[src/rtl/nes_pad_emulator_pkg.sv]
// Shared NES pad definitions: button bit positions, emulator states and the
// default host waveform timing also used by the receiver.
package nes_pkg;

  localparam int NES_A      = 0;
  localparam int NES_B      = 1;
  localparam int NES_SELECT = 2;
  localparam int NES_START  = 3;
  localparam int NES_UP     = 4;
  localparam int NES_DOWN   = 5;
  localparam int NES_LEFT   = 6;
  localparam int NES_RIGHT  = 7;

  localparam int NES_LATCH_CYCLES     = 300;
  localparam int NES_HALF_CLK_CYCLES  = 150;

  typedef enum logic [1:0] {
    ST_IDLE  = 2'd0,
    ST_LOAD  = 2'd1,
    ST_SHIFT = 2'd2,
    ST_DONE  = 2'd3
  } nes_emu_state_t;

endpackage

[src/rtl/nes_pad_emulator_if.sv]
// Pin-level bundle between an NES host (master) and the pad emulator (slave).
interface nes_pad_emulator_if;
  logic       latch_in;
  logic       nes_clk_in;
  logic [7:0] buttons;
  logic       data_out;
  logic       busy;
  logic       frame_done;
  logic       timeout_err;

  modport master (
    output latch_in, nes_clk_in, buttons,
    input  data_out, busy, frame_done, timeout_err
  );

  modport slave (
    input  latch_in, nes_clk_in, buttons,
    output data_out, busy, frame_done, timeout_err
  );
endinterface

[src/rtl/nes_pad_emulator_input_filter.sv]
// Conditions one asynchronous host pin: synchronizer chain, stability filter
// and registered one-cycle rise/fall pulses aligned with the filtered level.
module nes_input_filter #(
  parameter int SYNC_STAGES   = 2,
  parameter int FILTER_CYCLES = 4
) (
  input  logic clk,
  input  logic rst_n,
  input  logic pin_i,
  output logic level_o,
  output logic rise_o,
  output logic fall_o
);

  localparam int CW = $clog2(FILTER_CYCLES + 1);

  logic [SYNC_STAGES-1:0] sync_q;
  logic                   sync_s;
  logic                   level_q, level_d;
  logic [CW-1:0]          cnt_q, cnt_d;
  logic                   rise_q, rise_d;
  logic                   fall_q, fall_d;

  assign sync_s = sync_q[SYNC_STAGES-1];

  // cnt_q holds how many consecutive cycles the synchronized pin has already
  // disagreed with the accepted level; any agreeing cycle starts it over.
  // NOTE: every always_comb output gets a default first so no path leaves it
  // unassigned, which would otherwise infer a latch.
  always_comb begin
    level_d = level_q;
    cnt_d   = '0;
    rise_d  = 1'b0;
    fall_d  = 1'b0;
    if (sync_s != level_q) begin
      if (cnt_q == CW'(FILTER_CYCLES - 1)) begin
        level_d = sync_s;
        rise_d  = sync_s;
        fall_d  = ~sync_s;
      end else begin
        cnt_d = cnt_q + CW'(1);
      end
    end
  end

  // NOTE: state registers use non-blocking assignments so every flop samples
  // the pre-edge values, independent of statement order.
  always_ff @(posedge clk or negedge rst_n) begin
    if (!rst_n) begin
      sync_q  <= '0;
      level_q <= 1'b0;
      cnt_q   <= '0;
      rise_q  <= 1'b0;
      fall_q  <= 1'b0;
    end else begin
      sync_q  <= {sync_q[SYNC_STAGES-2:0], pin_i};
      level_q <= level_d;
      cnt_q   <= cnt_d;
      rise_q  <= rise_d;
      fall_q  <= fall_d;
    end
  end

  assign level_o = level_q;
  assign rise_o  = rise_q;
  assign fall_o  = fall_q;

endmodule

[src/rtl/nes_pad_emulator.sv]
// NES gamepad (4021) emulator: captures buttons on host latch and shifts them
// out active-low on the host serial clock, with frame timeout.
module nes_pad_emulator
  import nes_pkg::*;
#(
  parameter int SYNC_STAGES    = 2,
  parameter int FILTER_CYCLES  = 4,
  parameter int TIMEOUT_CYCLES = 2000
) (
  input  logic               clk,
  input  logic               reset,
  nes_pad_emulator_if.slave  pad
);

  localparam int TW = $clog2(TIMEOUT_CYCLES + 1);

  logic latch_f, latch_rise, latch_fall;
  logic clk_f, clk_rise, clk_fall;
  logic unused_clk_pins;

  nes_input_filter #(
    .SYNC_STAGES  (SYNC_STAGES),
    .FILTER_CYCLES(FILTER_CYCLES)
  ) u_latch_filter (
    .clk    (clk),
    .rst_n  (reset),
    .pin_i  (pad.latch_in),
    .level_o(latch_f),
    .rise_o (latch_rise),
    .fall_o (latch_fall)
  );

  nes_input_filter #(
    .SYNC_STAGES  (SYNC_STAGES),
    .FILTER_CYCLES(FILTER_CYCLES)
  ) u_clk_filter (
    .clk    (clk),
    .rst_n  (reset),
    .pin_i  (pad.nes_clk_in),
    .level_o(clk_f),
    .rise_o (clk_rise),
    .fall_o (clk_fall)
  );

  assign unused_clk_pins = clk_f ^ clk_fall;

  nes_emu_state_t state_q, state_d;
  logic [7:0]     shift_q, shift_d;
  logic [2:0]     bit_cnt_q, bit_cnt_d;
  logic [TW-1:0]  tcnt_q, tcnt_d;
  logic           data_q, data_d;
  logic           frame_done_q, frame_done_d;
  logic           timeout_q, timeout_d;
  logic           shift_edge;

  // The serial clock only advances the register once the latch is released.
  assign shift_edge = clk_rise & ~latch_f;

  always_comb begin
    state_d      = state_q;
    shift_d      = shift_q;
    bit_cnt_d    = bit_cnt_q;
    tcnt_d       = tcnt_q;
    data_d       = data_q;
    frame_done_d = 1'b0;
    timeout_d    = 1'b0;

    if (latch_rise) begin
      state_d = ST_LOAD;
      shift_d = ~pad.buttons;
      data_d  = ~pad.buttons[NES_A];
    end else begin
      case (state_q)
        ST_IDLE: begin
          data_d = 1'b1;
        end
        ST_LOAD: begin
          shift_d = ~pad.buttons;
          data_d  = ~pad.buttons[NES_A];
          if (latch_fall) begin
            state_d   = ST_SHIFT;
            bit_cnt_d = '0;
            tcnt_d    = '0;
          end
        end
        ST_SHIFT: begin
          if (shift_edge) begin
            shift_d   = {1'b1, shift_q[7:1]};
            data_d    = shift_q[1];
            bit_cnt_d = bit_cnt_q + 3'd1;
            tcnt_d    = '0;
            if (bit_cnt_q == 3'(NES_RIGHT - 1)) begin
              state_d      = ST_DONE;
              frame_done_d = 1'b1;
            end
          end else if (tcnt_q == TW'(TIMEOUT_CYCLES - 1)) begin
            state_d   = ST_IDLE;
            data_d    = 1'b1;
            tcnt_d    = '0;
            timeout_d = 1'b1;
          end else begin
            tcnt_d = tcnt_q + TW'(1);
          end
        end
        ST_DONE: begin
          // Extra host clocks drain the 1s shifted in behind the buttons.
          if (shift_edge) begin
            shift_d = {1'b1, shift_q[7:1]};
            data_d  = shift_q[1];
          end
        end
        default: begin
          state_d = ST_IDLE;
          data_d  = 1'b1;
        end
      endcase
    end
  end

  always_ff @(posedge clk or negedge reset) begin
    if (!reset) begin
      state_q      <= ST_IDLE;
      shift_q      <= 8'hFF;
      bit_cnt_q    <= '0;
      tcnt_q       <= '0;
      data_q       <= 1'b1;
      frame_done_q <= 1'b0;
      timeout_q    <= 1'b0;
    end else begin
      state_q      <= state_d;
      shift_q      <= shift_d;
      bit_cnt_q    <= bit_cnt_d;
      tcnt_q       <= tcnt_d;
      data_q       <= data_d;
      frame_done_q <= frame_done_d;
      timeout_q    <= timeout_d;
    end
  end

  assign pad.data_out    = data_q;
  assign pad.busy        = (state_q == ST_LOAD) || (state_q == ST_SHIFT);
  assign pad.frame_done  = frame_done_q;
  assign pad.timeout_err = timeout_q;

endmodule

[src/flat_wrapper.sv]
// flat-port wrapper written by rule: the top's interface ports become plain ports
module nes_pad_emulator_flat import nes_pkg::*;
#(
  parameter int SYNC_STAGES    = 2,
  parameter int FILTER_CYCLES  = 4,
  parameter int TIMEOUT_CYCLES = 2000
)
  (clk, reset, pad_latch_in, pad_nes_clk_in, pad_buttons, pad_data_out, pad_busy, pad_frame_done, pad_timeout_err);
  nes_pad_emulator_if pad_i ();
  input  logic clk;
  input  logic reset;
  input wire logic [$bits(pad_i.latch_in)-1:0] pad_latch_in;
  input wire logic [$bits(pad_i.nes_clk_in)-1:0] pad_nes_clk_in;
  input wire logic [$bits(pad_i.buttons)-1:0] pad_buttons;
  output wire logic [$bits(pad_i.data_out)-1:0] pad_data_out;
  output wire logic [$bits(pad_i.busy)-1:0] pad_busy;
  output wire logic [$bits(pad_i.frame_done)-1:0] pad_frame_done;
  output wire logic [$bits(pad_i.timeout_err)-1:0] pad_timeout_err;
  assign pad_i.latch_in = pad_latch_in;
  assign pad_i.nes_clk_in = pad_nes_clk_in;
  assign pad_i.buttons = pad_buttons;
  assign pad_data_out = pad_i.data_out;
  assign pad_busy = pad_i.busy;
  assign pad_frame_done = pad_i.frame_done;
  assign pad_timeout_err = pad_i.timeout_err;
  nes_pad_emulator #(.SYNC_STAGES(SYNC_STAGES), .FILTER_CYCLES(FILTER_CYCLES), .TIMEOUT_CYCLES(TIMEOUT_CYCLES)) u_core (.clk(clk), .reset(reset), .pad(pad_i));
endmodule
[config.mk]
export PLATFORM = sky130hd
export DESIGN_NAME = nes_pad_emulator_flat
export DESIGN_NICKNAME = d
export VERILOG_FILES = /design/src/rtl/nes_pad_emulator_pkg.sv /design/src/rtl/nes_pad_emulator_if.sv /design/src/rtl/nes_pad_emulator_input_filter.sv /design/src/rtl/nes_pad_emulator.sv /design/src/flat_wrapper.sv
export SDC_FILE = /design/constraint.sdc
export NUM_CORES = 1
export LEC_CHECK = 0
export CAP_MARGIN = 20
export CORE_MARGIN = 5
export CORE_UTILIZATION = 60
export CTS_BUF_LIST = sky130_fd_sc_hd__clkbuf_8
export DETAILED_ROUTE_END_ITERATION = 16
export HOLD_SLACK_MARGIN = 0.08
export PLACE_DENSITY = 0.82
export SETUP_SLACK_MARGIN = 0.2
export SKIP_CTS_REPAIR_TIMING = 1
export SYNTH_ARGS = -nofsm -noshare
export SYNTH_HDL_FRONTEND = slang
export SYNTH_SLANG_ARGS = --single-unit
[constraint.sdc]
create_clock -name clk -period 2.4 [get_ports clk]
set_clock_uncertainty 0.15 [all_clocks]
set_input_delay 0.24 -clock clk [delete_from_list [all_inputs] [get_ports clk]]
set_output_delay 0.24 -clock clk [all_outputs]
set_load 0.01 [all_outputs]
== Word level (Yosys, flattened, before mapping) ==
Cells that the tools add are included.
Operators by class
  add/subtract/negate cells: 4
  eq/ne operators: 16
  multiplexer cells: 39
  bitwise gates (word level): 6
  reductions and logical operators: 13
Operators by type and width (number)
  11-bit two-way mux: 3
  11-bit one-hot mux with 2 select lines: 1
  1-bit two-way mux: 18
  3-bit two-way mux: 6
  8-bit two-way mux: 2
  8-bit one-hot mux with 2 select lines: 1
  11-bit by 1-bit adder with 11-bit output (second input constant): 1
  11-bit == test (second input constant): 1
  2-bit two-way mux: 5
  3-bit by 1-bit adder with 3-bit output (second input constant): 3
  8-bit inverter: 1
  2-bit AND reduction: 4
  4-bit AND reduction: 2
  3-bit by 2-bit == test with 1-bit output (second input constant): 2
  3-bit one-hot mux with 2 select lines: 1
  3-bit nonzero test: 2
  2-bit == test (second input constant): 2
  4-bit by 2-bit inequality test with 1-bit output (second input constant): 1
  4-bit inequality test (second input constant): 1
  1-bit inverter: 4
  1-bit one-hot mux with 4 select lines: 1
  2-bit one-hot mux with 2 select lines: 1
  3-bit == test (second input constant): 1
  3-bit by 1-bit inequality test with 1-bit output (second input constant): 1
  12 further kinds: 13
Word-level totals
  flip-flop bits (word level): 42
  bits of input ports: 12
  output and inout bits: 4

== Longest topological paths before layout ==
Gate-level depths: netlist of run 1.
  depth in word-level cells: 5
  gate-level depth with buffers: 8
  mapped depth without buffers: 6

== Cells and area by module ==
From an unflattened synthesis of run 1, not the netlist that was laid out.
Second synthesis, totals
  cell total of the unflattened synthesis: 203
  area, all modules: 2127.0 um2
By module, submodules not included
  nes_pad_emulator: times used 1, cells each 169, area an instance 1556.5 um2, sequential area each 660.6 um2
  nes_input_filter: times used 2, cells each 17, area an instance 285.3 um2, sequential area each 200.2 um2

== Least setup slack after synthesis of run 1 ==
No wires, ideal clock.
  path type: reg-to-reg
  start point: register u_core.state_q[1]
  end point: register u_core.tcnt_q[8]
  library setup time: 0.078 ns
  arrival: 1.885 ns
  required time: 2.172 ns
  setup slack: 0.287 ns
  cell stages (with the launch flop): 8
  buffers on the path: 1
  period minus slack after synthesis: 2.113 ns
  cell sequence: dfrtp_1 inv_1 ha_1 nor2b_4 buf_6 or4_4 or3_1 a21oi_1
On the way
  word-level cells in the longest chain between the ends: 3
  elaborated cells between the ends (all ways): 6
  those cells by class: 3 x eq/ne; 1 x mux; 2 x reduce/logical
Ends and longest elaborated chain
  start: declaration: line nes_pad_emulator.sv:47  | nes_emu_state_t state_q, state_d;
  start signal: assignment: line nes_pad_emulator.sv:130  | state_q <= state_d;
  2-bit by 1-bit == test with 1-bit output or 2-bit == test (tied branches): line nes_pad_emulator.sv:73  | case (state_q)
  2-bit inequality test (no source line) or 2-bit nonzero test (tied branches)
  3-bit AND reduction (no source line)
  end signal: assignment: line nes_pad_emulator.sv:133  | tcnt_q <= tcnt_d;
  end: declaration: line nes_pad_emulator.sv:50  | logic [TW-1:0] tcnt_q, tcnt_d;
Several ways; a longest one is shown, not always the timed one.
A chain may end at the register's enable or synchronous reset.

== Final worst setup path of run 1 ==
  start point: register u_core.state_q[0]
  end point: register u_core.state_q[0]
On the way
  word-level cells in the longest chain between the ends: 3
  elaborated cells between the ends (all ways): 9
  those cells by class: 5 x eq/ne; 2 x mux; 2 x reduce/logical
Ends and longest elaborated chain (line)
  2-bit == test or 2-bit by 1-bit == test with 1-bit output (tied branches): nes_pad_emulator.sv:73
  4-bit inequality test (no source line), or another cell as far along
  4-bit AND reduction (no source line) or 2-bit two-way mux (tied branches)
Several ways; a longest one is shown, not always the timed one.

==> results by group, run 1 <==
Critical path
  – RR Startpoint: u_core.state_q[0]$_DFFE_PN0P_
  – Worst r2r dst: u_core.state_q[0]$_DFFE_PN0P_
  – Critical Path AT: 2.21 ns
  – CP startpoint: u_core.state_q[0]$_DFFE_PN0P_
  – R2R Setup Slk: around 0.23 ns
  – Worst Setup Start Kind: flip-flop
  – Worst setup path endpoint: u_core.state_q[0]$_DFFE_PN0P_
  – Classification of the worst setup path: reg -> reg
  – WP data required: 2.44 ns
  – Crit. End Element: flip-flop
  – R2R depth: 6
  – Worst-path maximum fanout: 10

Logic synthesis
  – Distinct cell type count after synthesis: 44
  – Cell accounting for the most synthesized area: dfrtp_1
  – Synth Register Bits: 41
  – Main flop type after synthesis: dfrtp_1
  – Yosys warning total: 0
  – Post-Syn Area: 2040 µm²
  – Mapped Nets: approximately 210
  – EDFF count, synth: 0
  – Seq/Total Area, Yosys: 0.509
  – Synth top area share: 0.405
  – Mapped Avg Cell Area: roughly 11 µm²
  – Top cells by area, synth: dfrtp_1 (41%), dfstp_2 (10%), mux2_2 (6.1%), ha_1 (5.5%), a21oi_1 (2.9%)
  – Post-synthesis async set-or-reset flop share: 1.00
  – Syn Inst Count: 188

Flow run
  – Max Cap Viol: 0

CTS
  – TritonCTS clock tree: done
  – Total CTS buffers: 5
  – Sink Count: 41
  – Latest clock arrival within the worst-skew pair: 0.30 ns
  – Clock slew at reported path FFs: 0.08 ns
  – Root Buffer: clkbuf_8
  – Clock Path Buffers: 2
  – # H-tree levels: 2

Route
  – Vias: 1516
  – Initial DRC Count: around 160
  – DRC Markers: 0
  – Post-Route WL: 4020 µm
  – DR pass1 iterations: 4
  – Via density: 5.90
  – WL per Instance: 15.6 µm
  – Final ANT Viol Nets: 0

GRT
  – GRT overflow: 0
  – First-pass GRT wire length: approximately 6600 µm
  – Largest net degree at the start of global routing: 42
  – Vias in the first global route: roughly 1.5k
  – Initial antenna violation count: 0
  – Global-route usage over all layers: 0.193

Place
  – Final HPWL DP: 2680 µm
  – I/O Buffers: 15
  – Inst Count DP: between 200 and 250
  – GP Congestion: 0.828

Timing
  – Worst Tran Pin Value: around 0.86 ns
  – Final hold viol count: 0
  – Setup_tns: 0 ns
  – Hold_ws: 0.204 ns
  – Post-layout minimum cycle time: 2.17 ns
  – Period utilization: 0.903
  – Slew Viols, Final: 0
  – # setup viols final: 0
  – Slew Limit Headroom: 0.426
  – RSZ-0062 raised after global routing: false
  – Max Clk Rate: 461 MHz

Power
  – Max VDD drop: 0.521 mV
  – Lkg Pwr: 1.05 nW
  – Power density over the cells: approximately 1200 nW/µm²

Die
  – Row cnt: 21
  – Ports: 16
  – Total die area: 4660 µm²
  – Die Wd: 68.3 µm
  – Core Area: between 3000 and 4000 µm²
  – Initial Util: 0.615
  – Die height: 68.3 µm

Cells and area
  – Layout cells sized above 1: 0.227
  – ANT cells: 0
  – Layout area overhead: 19.1%
  – Final std cells w/o fill: 257
  – Fin nets: 231

Status
  – Status: completed

Worst hold path
  – Hold_sp: u_core.u_latch_filter.sync_q[0]$_DFF_PN0_
  – Worst hold path class: reg -> reg
kinds of logic after synthesis:
| family | Yosys count | synth area share |
|---|---|---|
| and+or+nand+nor | 73 | 0.200 |
| AOI/OAI and AO/OA | 38 | 0.131 |
| muxes | 12 | 0.0657 |
| DFF | 41 | 0.509 |
| adders and majority gates | 9 | 0.0553 |
| xor gates and xnor gates | 3 | 0.0129 |
| buffers and inverters | 12 | 0.0270 |
cell type report:
type                            instances  area, µm²
Sequential cell                        41       1040
Tap cell                               46       57.6
Clock buffer                            5       68.8
Clock inverter                          3       68.8
Timing Repair Buffer                   21        193
Fill cell                             207        885
Inverter                                6       22.5
Multi-Input combinational cell        135        978
metrics by stage:
stage / area (µm²) / util / setup slack, ns / power [mW]
floorplan: 2040 / - / 0.287 / 1.76
global placement: 2240 / 0.676 / 0.255 / 1.99
detailed placement: 2240 / 0.676 / 0.153 / 2.06
CTS: 2370 / 0.717 / 0.147 / 2.74
global route: 2430 / 0.733 / 0.202 / 2.98
finish: 2430 / 0.733 / 0.232 / 2.81
layout by cell type, fill, tap and decap left out, types with 3 or more instances in the layout:
| cell type | count |
|---|---|
| nand2b_1 | 5 |
| mux2_2 | 11 |
| nor2b_1 | 3 |
| clkbuf_8 | 5 |
| nor2_1 | 14 |
| a21oi_1 | 11 |
| a31oi_1 | 4 |
| nor4_1 | 3 |
| xnor2_1 | 3 |
| dfrtp_1 | 32 |
| nand3_1 | 7 |
| dfstp_2 | 8 |
| inv_1 | 6 |
| nand2_1 | 15 |
| clkdlybuf4s50_1 | 14 |
| o21ai_0 | 7 |
| ha_1 | 5 |
| ha_2 | 3 |
| nor3_1 | 5 |
| buf_4 | 5 |
| nor3b_1 | 6 |
worst max-delay path: stages (launching register included):
cell and delay [ns]:
dfrtp_1 0.43, inv_1 0.15, ha_2 0.35, nor2_1 0.10, a311oi_2 0.32, a21bo_2 0.28
a221o_1 0.28
synthesized netlist by cell type, types with 2 or more instances:
cell type / count
mux2_2: 11
clkbuf_1: 3
nor2_1: 15
nand2b_1: 5
o2bb2ai_1: 2
nor2b_1: 3
a22o_1: 2
o21ai_0: 7
a31oi_1: 4
nor4_1: 3
ha_1: 9
and3_1: 2
xnor2_1: 3
o21bai_1: 2
nand2_1: 15
and3b_1: 2
nand3_1: 7
or3_1: 2
buf_2: 2
nor3b_1: 6
nor3_1: 5
dfstp_2: 8
inv_1: 6
dfrtp_1: 33
a21oi_1: 12
power by group:
part	internal (mW)	switching [mW]	leakage (nW)
Clock	0.418	0.247	0.0687
Sequential	0.906	0.146	0.519
Combinational	0.496	0.593	0.459
layer usage:
metal  vias up  routed length, µm  global-route usage
met4         0                 99              0.0918
met5         -                  0                   0
met3        12                291              0.0558
li1        719                  -                   -
met2        62               1960               0.323
met1       723               1660               0.228
registers in the layout, indices dropped and copies added (netlist names):
| name | cells |
|---|---|
| u_core.u_clk_filter.rise_o | 1 |
| u_core.u_latch_filter.fall_o | 1 |
| u_core.pad.data_out | 1 |
| u_core.bit_cnt_q | 3 |
| u_core.u_latch_filter.sync_q | 2 |
| u_core.tcnt_q | 11 |
| u_core.u_latch_filter.level_o | 1 |
| u_core.shift_q | 7 |
| u_core.u_latch_filter.cnt_q | 3 |
| u_core.u_clk_filter.cnt_q | 3 |
| u_core.u_clk_filter.level_o | 1 |
| u_core.u_clk_filter.sync_q | 2 |
| u_core.pad.frame_done | 1 |
| u_core.state_q | 2 |
| u_core.pad.timeout_err | 1 |
| u_core.u_latch_filter.rise_o | 1 |
how the worst min path moves through the flow:
stage                                                           end  slack [ns]  depth (start not counted)
after floorplan                     u_core.bit_cnt_q[0]$_DFFE_PN0P_       -0.21                          0
after global placement      u_core.u_clk_filter.sync_q[1]$_DFF_PN0_        0.18                          0
after detailed placement  u_core.u_latch_filter.sync_q[1]$_DFF_PN0_        0.19                          0
after CTS                              u_core.tcnt_q[3]$_DFFE_PN0P_       -0.07                          1
after global routing      u_core.u_latch_filter.sync_q[0]$_DFF_PN0_        0.22                          1
final                     u_core.u_latch_filter.sync_q[1]$_DFF_PN0_        0.20                          0
Power figures use the tool's default switching activity.
==> inputs of run 2 (changes only) <==
- CORE_MARGIN: 5 -> not set
==> results by group, run 2 (synthesis results as in run 1) <==
Power
  – Total power: 2.86 mW
  – Combinational cell fraction of total power: 0.394
  – Power density over the cells: 1170 nW/µm²
  – Lkg Pwr: 1.06 nW
  – Flop pwr share: 0.372
  – Internal Pwr Total: ~1.8 mW
  – Sw Pwr: 1.03 mW
  – Max VDD drop: 0.617 mV
  – Clk pwr share: 0.234
  – Sw Share: 0.360

GRT
  – Global-route usage over all layers: 0.252
  – Initial antenna violation count: 0
  – Largest net degree at the start of global routing: 42
  – First-pass GRT wire length: 6540 µm
  – GRT overflow: 0
  – Vias in the first global route: 1402

Route
  – Final ANT Viol Nets: 0
  – Post-Route WL: 4570 µm
  – DR pass1 iterations: 5
  – Vias: 1579
  – WL per Instance: ~18 µm
  – Initial DRC Count: 136
  – Via density: just over 6
  – DRC Markers: 0

Critical path
  – R2R depth: 6
  – Cell at the slowest stage of the critical path: or4_4
  – Critical Path Stages: 6
  – Family with the most delay on the worst path: simple AND/OR/NAND/NOR gates
  – Cells along the critical path: inv_2 > ha_2 > nor2b_4 > or4_4 > or3_1 > a21oi_2
  – Critical Path AT: 2.23 ns
  – R2R Setup Slk: 0.25 ns
  – Worst-path maximum fanout: 7
  – Crit. End Element: flip-flop
  – Worst Setup Start Kind: flip-flop
  – Worst Path Buf+Inv: 1
  – CP peak stage delay: 0.55 ns
  – Classification of the worst setup path: reg -> reg
  – WP data required: 2.48 ns

Cells and area
  – # fillers: 197
  – Most frequent cells in the layout: dfrtp_1 (33), nand2_1 (15), nor2_1 (15)
  – Commonest non-fill, non-tap cell in the layout: dfrtp_1
  – Most flop-heavy register: u_core.tcnt_q
  – Layout area overhead: 19.4%
  – Fin nets: 233
  – Layout cells sized above 1: 0.230
  – Max FFs per register: 11
  – ANT cells: 0
  – Regs by FF count: u_core.tcnt_q (11), u_core.shift_q (7)

Die
  – Row cnt: 20
  – Die Wd: about 60 µm
  – Ports: 16
  – Core Area: 3130 µm²
  – Total die area: 3630 µm²
  – Die height: approximately 60 µm
  – Initial Util: 0.651

CTS
  – Sink Count: a little over 40
  – Root Buffer: clkbuf_8
  – # H-tree levels: 2
  – Clock Path Buffers: 2
  – Clock slew at reported path FFs: about 0.08 ns
  – TritonCTS clock tree: done
  – Latest clock arrival within the worst-skew pair: about 0.30 ns
  – Total CTS buffers: 5

Place
  – GP Congestion: 0.810
  – Final HPWL DP: 2750 µm
  – I/O Buffers: 15

Timing
  – Slew Viols, Final: 0
  – Period utilization: 0.896
  – RSZ-0062 raised after global routing: false
  – Slew Limit Headroom: 0.420
  – Worst Tran Pin Value: ~0.87 ns
  – Final hold viol count: 0
  – # setup viols final: 0
  – Post-layout minimum cycle time: 2.15 ns
  – Setup_tns: 0 ns
  – Max Clk Rate: 465 MHz

Flow run
  – Max Cap Viol: 0

Worst hold path
  – Worst hold path class: reg -> reg
  – Worst hold stages: 0

Status
  – Status: completed
[run 2: path summary, 6_finish.rpt]
check	start	end
setup / recovery	u_core.state_q[1]$_DFFE_PN0P_	u_core.tcnt_q[10]$_DFFE_PN0P_
hold / removal	u_core.u_latch_filter.sync_q[0]$_DFF_PN0_	u_core.u_latch_filter.sync_q[1]$_DFF_PN0_
setup reg to reg	u_core.state_q[1]$_DFFE_PN0P_	u_core.tcnt_q[10]$_DFFE_PN0P_
hold reg to reg	u_core.u_latch_filter.sync_q[0]$_DFF_PN0_	u_core.u_latch_filter.sync_q[1]$_DFF_PN0_
max in group asynchronous	reset	u_core.u_latch_filter.cnt_q[0]$_DFF_PN0_
min in group asynchronous	reset	u_core.tcnt_q[8]$_DFFE_PN0P_
[run 2: power by group through the flow]
stage	Sequential [mW]	Combinational [mW]	Clock (mW)
2_1_floorplan	1.02	0.734	0
3_3_place_gp	1.04	0.950	0
3_5_place_dp	1.06	1.00	0
4_1_cts	1.05	1.02	0.673
5_1_grt	1.08	1.23	0.697
6_report	1.06	1.13	0.668
[run 2: layout make-up]
class | instances | area [µm²] | area share
timing repair buffer | 23 | 208 | 0.0854
clock inverter | 3 | 68.8 | 0.0283
clock buffer | 5 | 68.8 | 0.0283
sequential | 41 | 1040 | 0.426
multi-input combinational | 135 | 973 | 0.400
inverter | 6 | 22.5 | 0.00926
tap | 44 | 55.1 | 0.0226
[run 2: through the flow]
stage	utilization	cells	hold slack, ns	worst slack (ns)	cell area, µm²
detailed placement	0.714	245	0.186	0.142	2230
CTS	0.758	253	-0.0648	0.0970	2370
global placement	0.714	245	0.184	0.244	2230
global route	0.778	257	0.221	0.185	2430
finish	0.778	257	0.205	0.249	2430
floorplan	-	188	-0.206	0.287	2040
[run 2: layer usage]
layer | routed length (µm) | track usage | vias up
li1 | - | - | 721
met1 | 1820 | 0.328 | 763
met2 | 2330 | 0.396 | 77
met3 | 275 | 0.0563 | 18
met4 | 143 | 0.120 | 0
met5 | 0 | 0 | -
==> inputs of run 3 (changes only) <==
- CORE_UTILIZATION: 60 -> 54
- PLACE_DENSITY: 0.82 -> 0.78
- clock period: 2.4 -> 1.9 ns (I/O delays scaled with it)
==> results by group, run 3 (synthesis results as in run 1) <==
Route
  – Post-Route WL: between 5000 and 6000 µm
  – WL per Instance: 19.4 µm
  – DR pass1 iterations: 4
  – Via density: just over 6
  – DRC Markers: 0
  – Final ANT Viol Nets: 0
  – Initial DRC Count: 130
  – Vias: between 1.5k and 2k

Critical path
  – CP peak stage delay: 0.49 ns
  – Worst setup path endpoint: u_core.tcnt_q[10]$_DFFE_PN0P_
  – Classification of the worst setup path: reg -> reg
  – Family with the most delay on the worst path: simple AND/OR/NAND/NOR gates
  – CP startpoint: u_core.state_q[1]$_DFFE_PN0P_
  – RR Startpoint: u_core.state_q[1]$_DFFE_PN0P_
  – Critical Path Stages: 6
  – Crit. End Element: flip-flop
  – Worst-path maximum fanout: 4
  – WP data required: 1.98 ns
  – Worst r2r dst: u_core.tcnt_q[10]$_DFFE_PN0P_
  – Worst Setup Start Kind: flip-flop
  – Critical Path AT: 2.10 ns
  – R2R depth: 6
  – Cell at the slowest stage of the critical path: or4_4
  – Cells along the critical path: inv_4 > ha_4 > nand2b_4 > or4_4 > or3_4 > a21oi_2
  – R2R Setup Slk: -0.12 ns
  – Worst Path Buf+Inv: 1

Cells and area
  – ANT cells: 0
  – Layout cells sized above 1: 0.427
  – Layout area overhead: 42.8%
  – Most frequent cells in the layout: dfrtp_1 (31), buf_4 (22), nand2_1 (13)
  – Most flop-heavy register: u_core.tcnt_q
  – Max FFs per register: 11
  – Commonest non-fill, non-tap cell in the layout: dfrtp_1
  – Regs by FF count: u_core.tcnt_q (11), u_core.shift_q (7)
  – Final std cells w/o fill: 287
  – Fin nets: around 260

Power
  – Max VDD drop: 0.889 mV
  – Power density over the cells: 1500 nW/µm²
  – Total power: between 4 and 5 mW
  – Lkg Pwr: between 1 and 1.5 nW

CTS
  – Latest clock arrival within the worst-skew pair: ~0.30 ns
  – # H-tree levels: 2
  – Sink Count: 41
  – Clock Path Buffers: 2
  – Total CTS buffers: 5
  – Root Buffer: clkbuf_8
  – TritonCTS clock tree: done
  – Clock slew at reported path FFs: approximately 0.080 ns

Die
  – Die Wd: ~63 µm
  – Initial Util: 0.587
  – Total die area: 4020 µm²
  – Die height: 63.4 µm
  – Ports: 16
  – Row cnt: 21
  – Core Area: approximately 3500 µm²

Place
  – I/O Buffers: 15
  – GP Congestion: 0.829
  – Placement Setup Slack: -0.128 ns
  – Inst Count DP: 269
  – Final HPWL DP: 3010 µm

GRT
  – Global-route usage over all layers: 0.234
  – Vias in the first global route: around 1.6k
  – Largest net degree at the start of global routing: 42
  – First-pass GRT wire length: 7260 µm
  – GRT overflow: 0
  – Initial antenna violation count: 0

Timing
  – Setup_tns: -0.639 ns
  – Slew Viols, Final: 0
  – Slew Limit Headroom: 0.720
  – Final hold viol count: 0
  – Post-layout minimum cycle time: 2.02 ns
  – Worst Tran Pin Value: 0.420 ns
  – Period utilization: 1.06
  – Hold_ws: 0.170 ns
  – RSZ-0062 raised after global routing: true
  – Smallest setup slack after layout: -0.117 ns
  – Max Clk Rate: between 400 and 500 MHz
  – # setup viols final: 11

Worst hold path
  – Hold_sp: pad_nes_clk_in
  – Worst hold path class: in -> reg

Status
  – Failing checks: negative setup slack
  – Status: finished with violations

Flow run
  – Max Cap Viol: 0
[run 3: cell types whose count changed in the layout (fill, tap and decap cells not counted), moves of 3 or more]
cell     change
buf_12       +4
buf_4       +15
buf_6        +9
ha_4         +3
mux2_2       -8
mux2_4       +8
nor2_1       -4
o21ai_0      -7
o21ai_1      +5
[run 3: layout make-up]
class                           count  area, µm²
Tap cell                           46       57.6
Clock inverter                      3       17.5
Clock buffer                        5       68.8
Multi-Input combinational cell    135       1200
Timing Repair Buffer               51        502
Fill cell                         177        559
Inverter                            6       27.5
Sequential cell                    41       1040
[run 3: per-layer routing]
metal	track usage	wire length, µm	vias up	part of all wire
met5	0	0	-	0
met4	0.131	149	0	0.027
met3	0.0417	270	17	0.048
met2	0.394	2890	58	0.52
met1	0.280	2270	882	0.41
li1	-	-	777	-
[run 3: worst min path at each step]
stage | end | slack [ns] | depth (start not counted)
after floorplan | u_core.bit_cnt_q[0]$_DFFE_PN0P_ | -0.26 | 0
after global placement | u_core.u_latch_filter.cnt_q[1]$_DFF_PN0_ | 0.02 | 2
after detailed placement | u_core.u_latch_filter.cnt_q[0]$_DFF_PN0_ | 0.03 | 2
after CTS | u_core.bit_cnt_q[2]$_DFFE_PN0P_ | -0.28 | 2
after global routing | u_core.u_clk_filter.sync_q[0]$_DFF_PN0_ | 0.17 | 1
final | u_core.u_clk_filter.sync_q[0]$_DFF_PN0_ | 0.17 | 1
[run 3: power by group]
group | total [mW] | leakage, nW | internal (mW) | switching, mW
sequential | 1.35 | 0.518 | 1.15 | 0.203
combinational | 2.44 | 0.718 | 1.28 | 1.16
clock | 0.565 | 0.0439 | 0.253 | 0.312
[run 3: through the flow]
step           utilization  cell area (µm²)
2_1_floorplan            -             2160
3_3_place_gp         0.731             2530
4_1_cts              0.756             2620
5_1_grt              0.839             2910
3_5_place_dp         0.731             2530
6_report             0.839             2910
